### src/rtl/uart_msg_framer.sv
// Length-prefixed message framer: packs UART payload bytes into big-endian 32-bit words
// for a valid/ready consumer, flagging bad lengths, inter-byte timeouts and output overruns.
`timescale 1ns/1ps

module uart_msg_framer #(
    parameter int unsigned TIMEOUT_CYCLES = 500000,
    parameter int unsigned MAX_LEN        = 64
) (
    input  logic        clk,
    input  logic        reset,
    input  logic [7:0]  rx_data,
    input  logic        rx_valid,
    output logic [31:0] word_data,
    output logic        word_valid,
    input  logic        word_ready,
    output logic        word_last,
    output logic [2:0]  word_bytes,
    output logic [7:0]  msg_len,
    output logic        word_abort,
    output logic        busy,
    output logic        err_len,
    output logic        err_timeout,
    output logic        err_overflow
);

    localparam int unsigned TmoW    = $clog2(TIMEOUT_CYCLES);
    localparam int unsigned TmoLast = TIMEOUT_CYCLES - 1;
    localparam logic [TmoW-1:0] TmoMax = TmoLast[TmoW-1:0];
    localparam logic [7:0] MaxLen = MAX_LEN[7:0];

    typedef enum logic [0:0] {StIdle, StPayload} state_e;

    state_e state_q, state_d;

    logic [7:0]      remaining_q, remaining_d;
    logic [31:0]     acc_q, acc_d;
    logic [1:0]      acc_cnt_q, acc_cnt_d;
    logic [TmoW-1:0] tmo_q, tmo_d;
    logic [31:0]     word_data_q, word_data_d;
    logic            word_valid_q, word_valid_d;
    logic            word_last_q, word_last_d;
    logic [2:0]      word_bytes_q, word_bytes_d;
    logic [7:0]      msg_len_q, msg_len_d;
    logic            word_abort_q, word_abort_d;
    logic            err_len_q, err_len_d;
    logic            err_timeout_q, err_timeout_d;
    logic            err_overflow_q, err_overflow_d;

    logic        len_bad;
    logic        word_done;
    logic        overflow;
    logic        tmo_hit;
    logic        last_byte;
    logic [31:0] acc_new;

    assign len_bad   = (rx_data == 8'd0) || (rx_data > MaxLen);
    assign last_byte = (remaining_q == 8'd1);
    assign word_done = (acc_cnt_q == 2'd3) || last_byte;
    assign overflow  = word_valid_q && !word_ready;
    assign tmo_hit   = (tmo_q == TmoMax);

    // Accumulator with the incoming byte placed in its big-endian lane.
    always_comb begin
        acc_new = acc_q;
        unique case (acc_cnt_q)
            2'd0: acc_new[31:24] = rx_data;
            2'd1: acc_new[23:16] = rx_data;
            2'd2: acc_new[15:8]  = rx_data;
            2'd3: acc_new[7:0]   = rx_data;
        endcase
    end

    always_ff @(posedge clk) begin
        if (reset) begin
            state_q <= StIdle;
        end else begin
            state_q <= state_d;
        end
    end

    always_comb begin
        state_d = state_q;
        unique case (state_q)
            StIdle: begin
                if (rx_valid && !len_bad) state_d = StPayload;
            end
            StPayload: begin
                if (rx_valid) begin
                    if (word_done && (overflow || last_byte)) state_d = StIdle;
                end else if (tmo_hit) begin
                    state_d = StIdle;
                end
            end
        endcase
    end

    always_comb begin
        remaining_d    = remaining_q;
        acc_d          = acc_q;
        acc_cnt_d      = acc_cnt_q;
        tmo_d          = tmo_q;
        word_data_d    = word_data_q;
        word_valid_d   = word_valid_q;
        word_last_d    = word_last_q;
        word_bytes_d   = word_bytes_q;
        msg_len_d      = msg_len_q;
        word_abort_d   = 1'b0;
        err_len_d      = 1'b0;
        err_timeout_d  = 1'b0;
        err_overflow_d = 1'b0;

        if (word_valid_q && word_ready) word_valid_d = 1'b0;

        unique case (state_q)
            StIdle: begin
                if (rx_valid) begin
                    if (len_bad) begin
                        err_len_d = 1'b1;
                    end else begin
                        msg_len_d   = rx_data;
                        remaining_d = rx_data;
                        acc_d       = '0;
                        acc_cnt_d   = '0;
                        tmo_d       = '0;
                    end
                end
            end
            StPayload: begin
                if (rx_valid) begin
                    remaining_d = remaining_q - 8'd1;
                    tmo_d       = '0;
                    if (word_done) begin
                        acc_d     = '0;
                        acc_cnt_d = '0;
                        if (overflow) begin
                            // Output register still full: drop both words, abort message.
                            err_overflow_d = 1'b1;
                            word_abort_d   = 1'b1;
                            word_valid_d   = 1'b0;
                        end else begin
                            word_data_d  = acc_new;
                            word_valid_d = 1'b1;
                            word_bytes_d = {1'b0, acc_cnt_q} + 3'd1;
                            word_last_d  = last_byte;
                        end
                    end else begin
                        acc_d     = acc_new;
                        acc_cnt_d = acc_cnt_q + 2'd1;
                    end
                end else if (tmo_hit) begin
                    err_timeout_d = 1'b1;
                    word_abort_d  = 1'b1;
                    word_valid_d  = 1'b0;
                    acc_d         = '0;
                    acc_cnt_d     = '0;
                    tmo_d         = '0;
                end else begin
                    tmo_d = tmo_q + 1'b1;
                end
            end
        endcase
    end

    always_ff @(posedge clk) begin
        if (reset) begin
            remaining_q    <= '0;
            acc_q          <= '0;
            acc_cnt_q      <= '0;
            tmo_q          <= '0;
            word_data_q    <= '0;
            word_valid_q   <= 1'b0;
            word_last_q    <= 1'b0;
            word_bytes_q   <= '0;
            msg_len_q      <= '0;
            word_abort_q   <= 1'b0;
            err_len_q      <= 1'b0;
            err_timeout_q  <= 1'b0;
            err_overflow_q <= 1'b0;
        end else begin
            remaining_q    <= remaining_d;
            acc_q          <= acc_d;
            acc_cnt_q      <= acc_cnt_d;
            tmo_q          <= tmo_d;
            word_data_q    <= word_data_d;
            word_valid_q   <= word_valid_d;
            word_last_q    <= word_last_d;
            word_bytes_q   <= word_bytes_d;
            msg_len_q      <= msg_len_d;
            word_abort_q   <= word_abort_d;
            err_len_q      <= err_len_d;
            err_timeout_q  <= err_timeout_d;
            err_overflow_q <= err_overflow_d;
        end
    end

    assign word_data    = word_data_q;
    assign word_valid   = word_valid_q;
    assign word_last    = word_last_q;
    assign word_bytes   = word_bytes_q;
    assign msg_len      = msg_len_q;
    assign word_abort   = word_abort_q;
    assign busy         = (state_q == StPayload);
    assign err_len      = err_len_q;
    assign err_timeout  = err_timeout_q;
    assign err_overflow = err_overflow_q;

endmodule

### config.mk
export PLATFORM = sky130hd
export DESIGN_NAME = uart_msg_framer
export DESIGN_NICKNAME = d
export VERILOG_FILES = /design/src/rtl/uart_msg_framer.sv
export SDC_FILE = /design/constraint.sdc
export NUM_CORES = 1
export LEC_CHECK = 0
export ABC_AREA = 0
export CAP_MARGIN = 30
export CORE_MARGIN = 2
export CORE_UTILIZATION = 49
export CTS_CLUSTER_SIZE = 14
export DETAILED_ROUTE_END_ITERATION = 10
export GPL_TIMING_DRIVEN = 0
export HOLD_SLACK_MARGIN = 0.15
export PLACE_DENSITY = 0.72
export SLEW_MARGIN = 0
export SYNTH_ARGS = -nofsm -noshare
export SYNTH_HDL_FRONTEND = slang
export SYNTH_SLANG_ARGS = --single-unit
### constraint.sdc
create_clock -name clk -period 2.3 [get_ports clk]
set_input_delay 0.345 -clock clk [delete_from_list [all_inputs] [get_ports clk]]
set_output_delay 0.345 -clock clk [all_outputs]
set_load 0.05 [all_outputs]
* After elaboration in Yosys (flattened, before gate mapping)
Index checks and enable logic that the tools add are counted.
** Cells by class
- Equality and inequality tests :: 9
- Add/subtract/negate cells :: 4
- Reduce and logical (&&, ||, !) cells :: 20
- Muxes and demuxes :: 41
- Order comparisons :: 1
- Bitwise operators :: 4
** Operator list (number)
- 2-to-1 mux 32 bit :: 5
- 2-to-1 mux 19 bit :: 4
- one-hot mux 32 bit (2 select lines) :: 1
- 2-to-1 mux 8 bit :: 7
- one-hot mux 19 bit (2 select lines) :: 1
- adder 19 x 1 -> 19 bit (second input constant) :: 1
- equality test 19 bit (second input constant) :: 1
- one-hot mux 8 bit (2 select lines) :: 1
- 2-to-1 mux 1 bit :: 15
- 2-to-1 mux 2 bit :: 5
- AND reduction 3 bit :: 3
- OR reduction 3 bit :: 3
- equality test 8 x 1 -> 1 bit (second input constant) :: 1
- > comparator 8 x 7 -> 1 bit (second input constant) :: 1
- logical NOT 8 bit :: 1
- subtractor 8 x 1 -> 8 bit (second input constant) :: 1
- != test 2 bit (second input constant) :: 3
- equality test 2 bit (second input constant) :: 2
- logical AND 1 bit :: 4
- inverter 1 bit :: 4
- one-hot mux 2 bit (2 select lines) :: 1
- AND reduction 4 bit :: 1
- adder 2 x 1 -> 3 bit (second input constant) :: 1
- logical OR 1 bit :: 3
- 8 further kinds :: 9
** Storage, ports and cells
- Output and inout bits :: 50
- Input port bits :: 12
- Register bits :: 111
- Word-level logic and storage cells :: 93

* Longest topological paths before layout
- Word-level depth :: 7
- Depth in mapped cells :: 8
- Depth with buffers taken out :: 6

* Worst setup path before layout
No wires, ideal clock.
- Kind :: register -> register
- Start :: reg state_q (netlist: busy)
- End :: reg tmo_q[15]
- Setup time :: 0.074 ns
- Data arrival time :: 1.967 ns
- Cell stages (with the launch flop) :: 7
- Data required time :: 2.226 ns
- Buffers on the path :: 2
- Slack :: 0.259 ns
- Period minus slack after synthesis :: 2.041 ns
- Cells stage by stage :: dfxtp_1 clkbuf_1 nand3_1 a21oi_1 buf_2 o21ai_0 a31oi_1
** On the way
- Longest elaborated chain between the ends :: 3
- Elaborated cells between the ends (all ways) :: 5
- Those cells by class :: 2 x eq/ne; 1 x mux; 1 x bitwise; 1 x reduce/logical
** RTL lines
- start, declared :: line 33 : state_e state_q, state_d;
- start signal, assigned :: line 75 : state_q <= StIdle;
- start signal, assigned :: line 77 : state_q <= state_d;
- inverter 1 bit
- != test 2 bit (no source line)
- AND reduction 2 bit (no source line)
- end signal, assigned :: line 183 : tmo_q <= tmo_d;
- end, declared :: line 38 : logic [TmoW-1:0] tmo_q, tmo_d;
Parallel ways exist; a longest one is shown, timed or not.
A chain may end at the register's enable or synchronous reset.

* Worst setup path in the final report
- Start :: in rx_data[1]
- End :: reg acc_cnt_q[0]
** On the way
- Longest elaborated chain between the ends :: 4
- Elaborated cells between the ends (all ways) :: 5
- Those cells by class :: 1 x order compare; 1 x eq/ne; 3 x reduce/logical
** RTL lines
- start, declared :: line 11 : input logic [7:0] rx_data,
- > comparator 8 x 7 -> 1 bit or logical NOT 8 bit (tied branches) :: line 56 : assign len_bad = (rx_data == 8'd0) || (rx_data > MaxLen);
- logical OR 1 bit (*) :: line 56
- != test 2 bit (no source line) (*)
- AND reduction 3 bit (no source line) (*)
- end signal, assigned :: line 182 : acc_cnt_q <= acc_cnt_d;
- end, declared :: line 37 : logic [1:0] acc_cnt_q, acc_cnt_d;
Every way passes the cells marked *; elsewhere a longest branch is shown, timed or not.

==> results <==
- IR analysis of the VDD net gives a maximum drop of 0.0003138 V.
- The total DRC errors in the routed layout is 0.
- Routed signal wires occupy layers up through met4.
- The count of buffers inserted at the top-level ports is 58.
- The root buffer cell chosen for the clock tree is clkbuf_8.
- The growth of design area from synthesis to finish is 20.76%.
- The post-synthesis instance area is around 0.0050 mm².
- The TritonCTS buffer count is 9.
- The critical-path cell with the highest stage delay is or4_4.
- The final count of negative-setup-slack endpoints is 0.
- The floorplan step set the die width to 105.5 µm.
- The synthesized design contains 0 enable-type register cells.
- The power density of the placed cells is 592.1 mW/mm².
- Detailed routing placed a total of 543 µm of wire on met3.
- Entering global routing, the biggest net connects 21 pins.
- The number of violations reported at the end of detailed-routing iteration 0 is 191.
- The smallest clock period supported by the final layout is computed as 2.211 ns.
- The aggregate global routing overflow is 0.
- The number of optimization iterations in the first detailed-route pass is 5.
- The average instance area after synthesis is approximately 8.9 µm².
- The H-tree depth reported by CTS is 3.
- The part of the cycle the worst path needs is 0.9611.
- The initial utilization of the core area, before any placement, comes to 0.4958.
- Static timing analysis puts the maximum clock frequency at between 0.4 and 0.5 GHz.
- The number of I/O pins is 62.
- The initial antenna violation count came to 0.
- The number of global-route vias before repair came to 4139.
- Clock-pin slew was measured on the worst setup and hold paths at between 0.1 and 0.15 ns.
- The net total in the final layout is 658.
- The largest fanout on the critical path is 10.
- Detailed routing inserted a total of 4412 vias.
- The number of buffers and inverters on the critical path is 2.
- In the synthesized netlist the dominant register cell turns out to be dfxtp_1.
- STA classifies the critical path endpoint as a flop.
- Yosys mapped the design onto 60 distinct sky130hd cell types.
- The die is 105.5 µm tall.
- The top cell family by delay on the critical path is simple AND/OR/NAND/NOR gates.
- During synthesis, Yosys emitted a total of 0 warnings.
- The worst path setup slack after routing is 0.08945 ns.
- For this run, the total global-route usage over all layers was measured as 0.2329.
- Summed over all nets, the half-perimeter wirelength after detailed placement is about 9.1 mm.
- The wire length on met2 is roughly 6.2 mm.
- The startpoint-to-endpoint class of the critical path is in -> reg.
- dfxtp_1 takes more of the synthesized area than any other cell.
- TritonCTS built the clock tree.
- The stage delay of the slowest cell on the critical path is between 0.6 and 0.7 ns.
- The final hold violation count came to 0.
- The placement row count is 37.
- The repair_antennas step left the layout with diodes totalling 0.
- The completed layout was analyzed and its total power is ~3.6 mW.
- The final worst clock skew is 0.02053 ns.
- The critical path data arrival time is 2.51 ns.
- The number of buffers inserted for hold repair after clock tree synthesis is 0.
- The final number of max-transition violations is 0.
- STA classifies the critical path startpoint as a primary input.
- The first global-routing pass estimated roughly 21 mm of wire.
- The final weighted congestion in routability-driven placement is 0.9436.
- The post-synthesis sequential area ratio is 0.4400.
- The floorplan step defined a core boundary enclosing 0.01018 mm².
- The routed length on met1 is 5.667 mm.
- Using the TritonRoute via totals, the vias-per-cell ratio works out to roughly 5.7.
- The number of filler cells placed in the layout is 940.
- Traced cell by cell, the critical path runs through dlygate4sd2_1 > or4_4 > o211a_4 > nor3_4 > buf_6 > nor2_4 > a211oi_2.
- The max-cap check violation count is 0.
- The synthesized design contains 111 register bits.
- Setup repair after global routing could not meet its margin everywhere.
- The path type of the worst min-delay path is in -> reg.
- The wire length per cell is around 16 µm.
- The run finished with clean final reports.
- For the pin with the worst max-slew slack, the measured transition is 0.7226 ns.
- The proportion of register bits with asynchronous set or reset after synthesis is 0.
- The leakage power figure is 2.097 nW.
- The worst-skew pair later-pin latency is 0.38 ns.
- The clock drives ~110 sinks.
- The number of nets in the synthesized netlist is roughly 590.
- The floorplan step defined a die boundary enclosing 0.01113 mm².
- The critical path required time is 2.60 ns.
- The instance count of the mapped netlist is 568.
- In this run the deepest clock path goes through 2 buffers.
- The tightest slew margin relative to the limit is 0.5183.
- The share of cells above drive strength 1 is 0.08696.
- The detailed-route wire length is 12.71 mm.
- Yosys attributes the largest share of cell area to dfxtp_1 44%, mux2i_1 8.7%, nor2_1 5.6%.
- Of the post-synthesis cell area, the dominant cell type holds 0.4400.
- The final antenna-violating net count is 0.
- OpenSTA, run right after detailed placement, puts the worst setup slack at -0.6060 ns.
per-layer routing:
layer | global-route usage | vias to the layer above
li1 | - | 2183
met2 | 0.3903 | 102
met3 | 0.03525 | 21
met4 | 0.07143 | 0
met1 | 0.3103 | 2106
met5 | 0 | -
logic make-up after synthesis:
| family | share of synthesized area |
|---|---|
| simple gates | 0.2200 |
| buf+inv | 0.04484 |
| fa+ha+maj | 0.01734 |
| xor+xnor | 0.01041 |
| compound gates | 0.1801 |
| mux | 0.08721 |
| flops | 0.4400 |
state kept, by name, indices dropped and copies added (netlist names), 2 cells and up:
register     cells
word_data       32
acc_q           32
msg_len          8
word_bytes       3
acc_cnt_q        2
remaining_q      8
tmo_q           19
worst paths after layout:
kind              startpoint        endpoint  slack (ns)  cells after the start
setup reg to reg    tmo_q[5]        acc_q[5]        0.15                      6
setup / recovery  rx_data[1]    acc_cnt_q[0]        0.09                      7
hold reg to reg    acc_q[31]       acc_q[31]        0.46                      2
hold / removal      rx_valid  remaining_q[6]        0.38                      3
tightest hold or removal path: cells and delay by family:
kind                   cells  cell delay, ns
buffers and inverters      1            0.18
AOI/OAI and AO/OA          2            0.18
through the flow:
stage | util | TNS (ns) | cells | area [µm²] | hold slack, ns
2_1_floorplan | - | 0 | 568 | 5050 | 0.4277
5_1_grt | 0.5988 | -0.007326 | 780 | 6098 | 0.3656
3_5_place_dp | 0.5695 | -37.51 | 762 | 5801 | 0.4443
6_report | 0.5988 | 0 | 780 | 6098 | 0.3758
4_1_cts | 0.5907 | 0 | 778 | 6016 | 0.3449
3_3_place_gp | 0.5695 | -32.67 | 762 | 5801 | 0.4352
layout make-up:
class / count / area, µm² / area share
clock buffer: 9 / 123.9 / 0.02031
multi-input combinational: 405 / 2676 / 0.4389
tap: 136 / 170.2 / 0.02790
timing repair buffer: 60 / 591.8 / 0.09705
buffer: 41 / 186.4 / 0.03057
sequential: 111 / 2222 / 0.3644
clock inverter: 7 / 86.33 / 0.01416
inverter: 11 / 41.29 / 0.006771
report_power, final:
group / internal [mW] / total (mW) / switching, mW
logic: 0.130 / 0.393 / 0.263
registers: 1.95 / 1.97 / 0.0235
clock network: 0.529 / 1.25 / 0.720
total: 2.60 / 3.61 / 1.01
synth_stat cells, types with 7 or more instances:
master / n
a211oi_1: 32
a21oi_1: 25
a31oi_1: 11
and2_1: 7
buf_2: 7
clkbuf_1: 30
dfxtp_1: 111
ha_1: 7
inv_1: 11
mux2i_1: 44
nand2_1: 47
nand3_1: 28
nor2_1: 76
o21ai_0: 25
o32ai_1: 7
cells in the final DEF (no fill, tap or decap), drive strengths merged, types with 7 or more instances in the layout:
cell           count
o21ai             31
a211oi            33
clkdlybuf4s50     52
ha                 7
nand3             28
nor2              77
inv               15
a21oi             26
nand2             48
nor3              11
a31oi             11
dfxtp            111
buf               13
mux2i             44
clkbuf            39
and2               8
o32ai              7
timing repair:
item,CTS,global route
resized for setup,8,11
pin swaps,0,2
endpoints found under the setup margin,93,76
setup buffers,0,2
(Power assumes the default switching activity.)
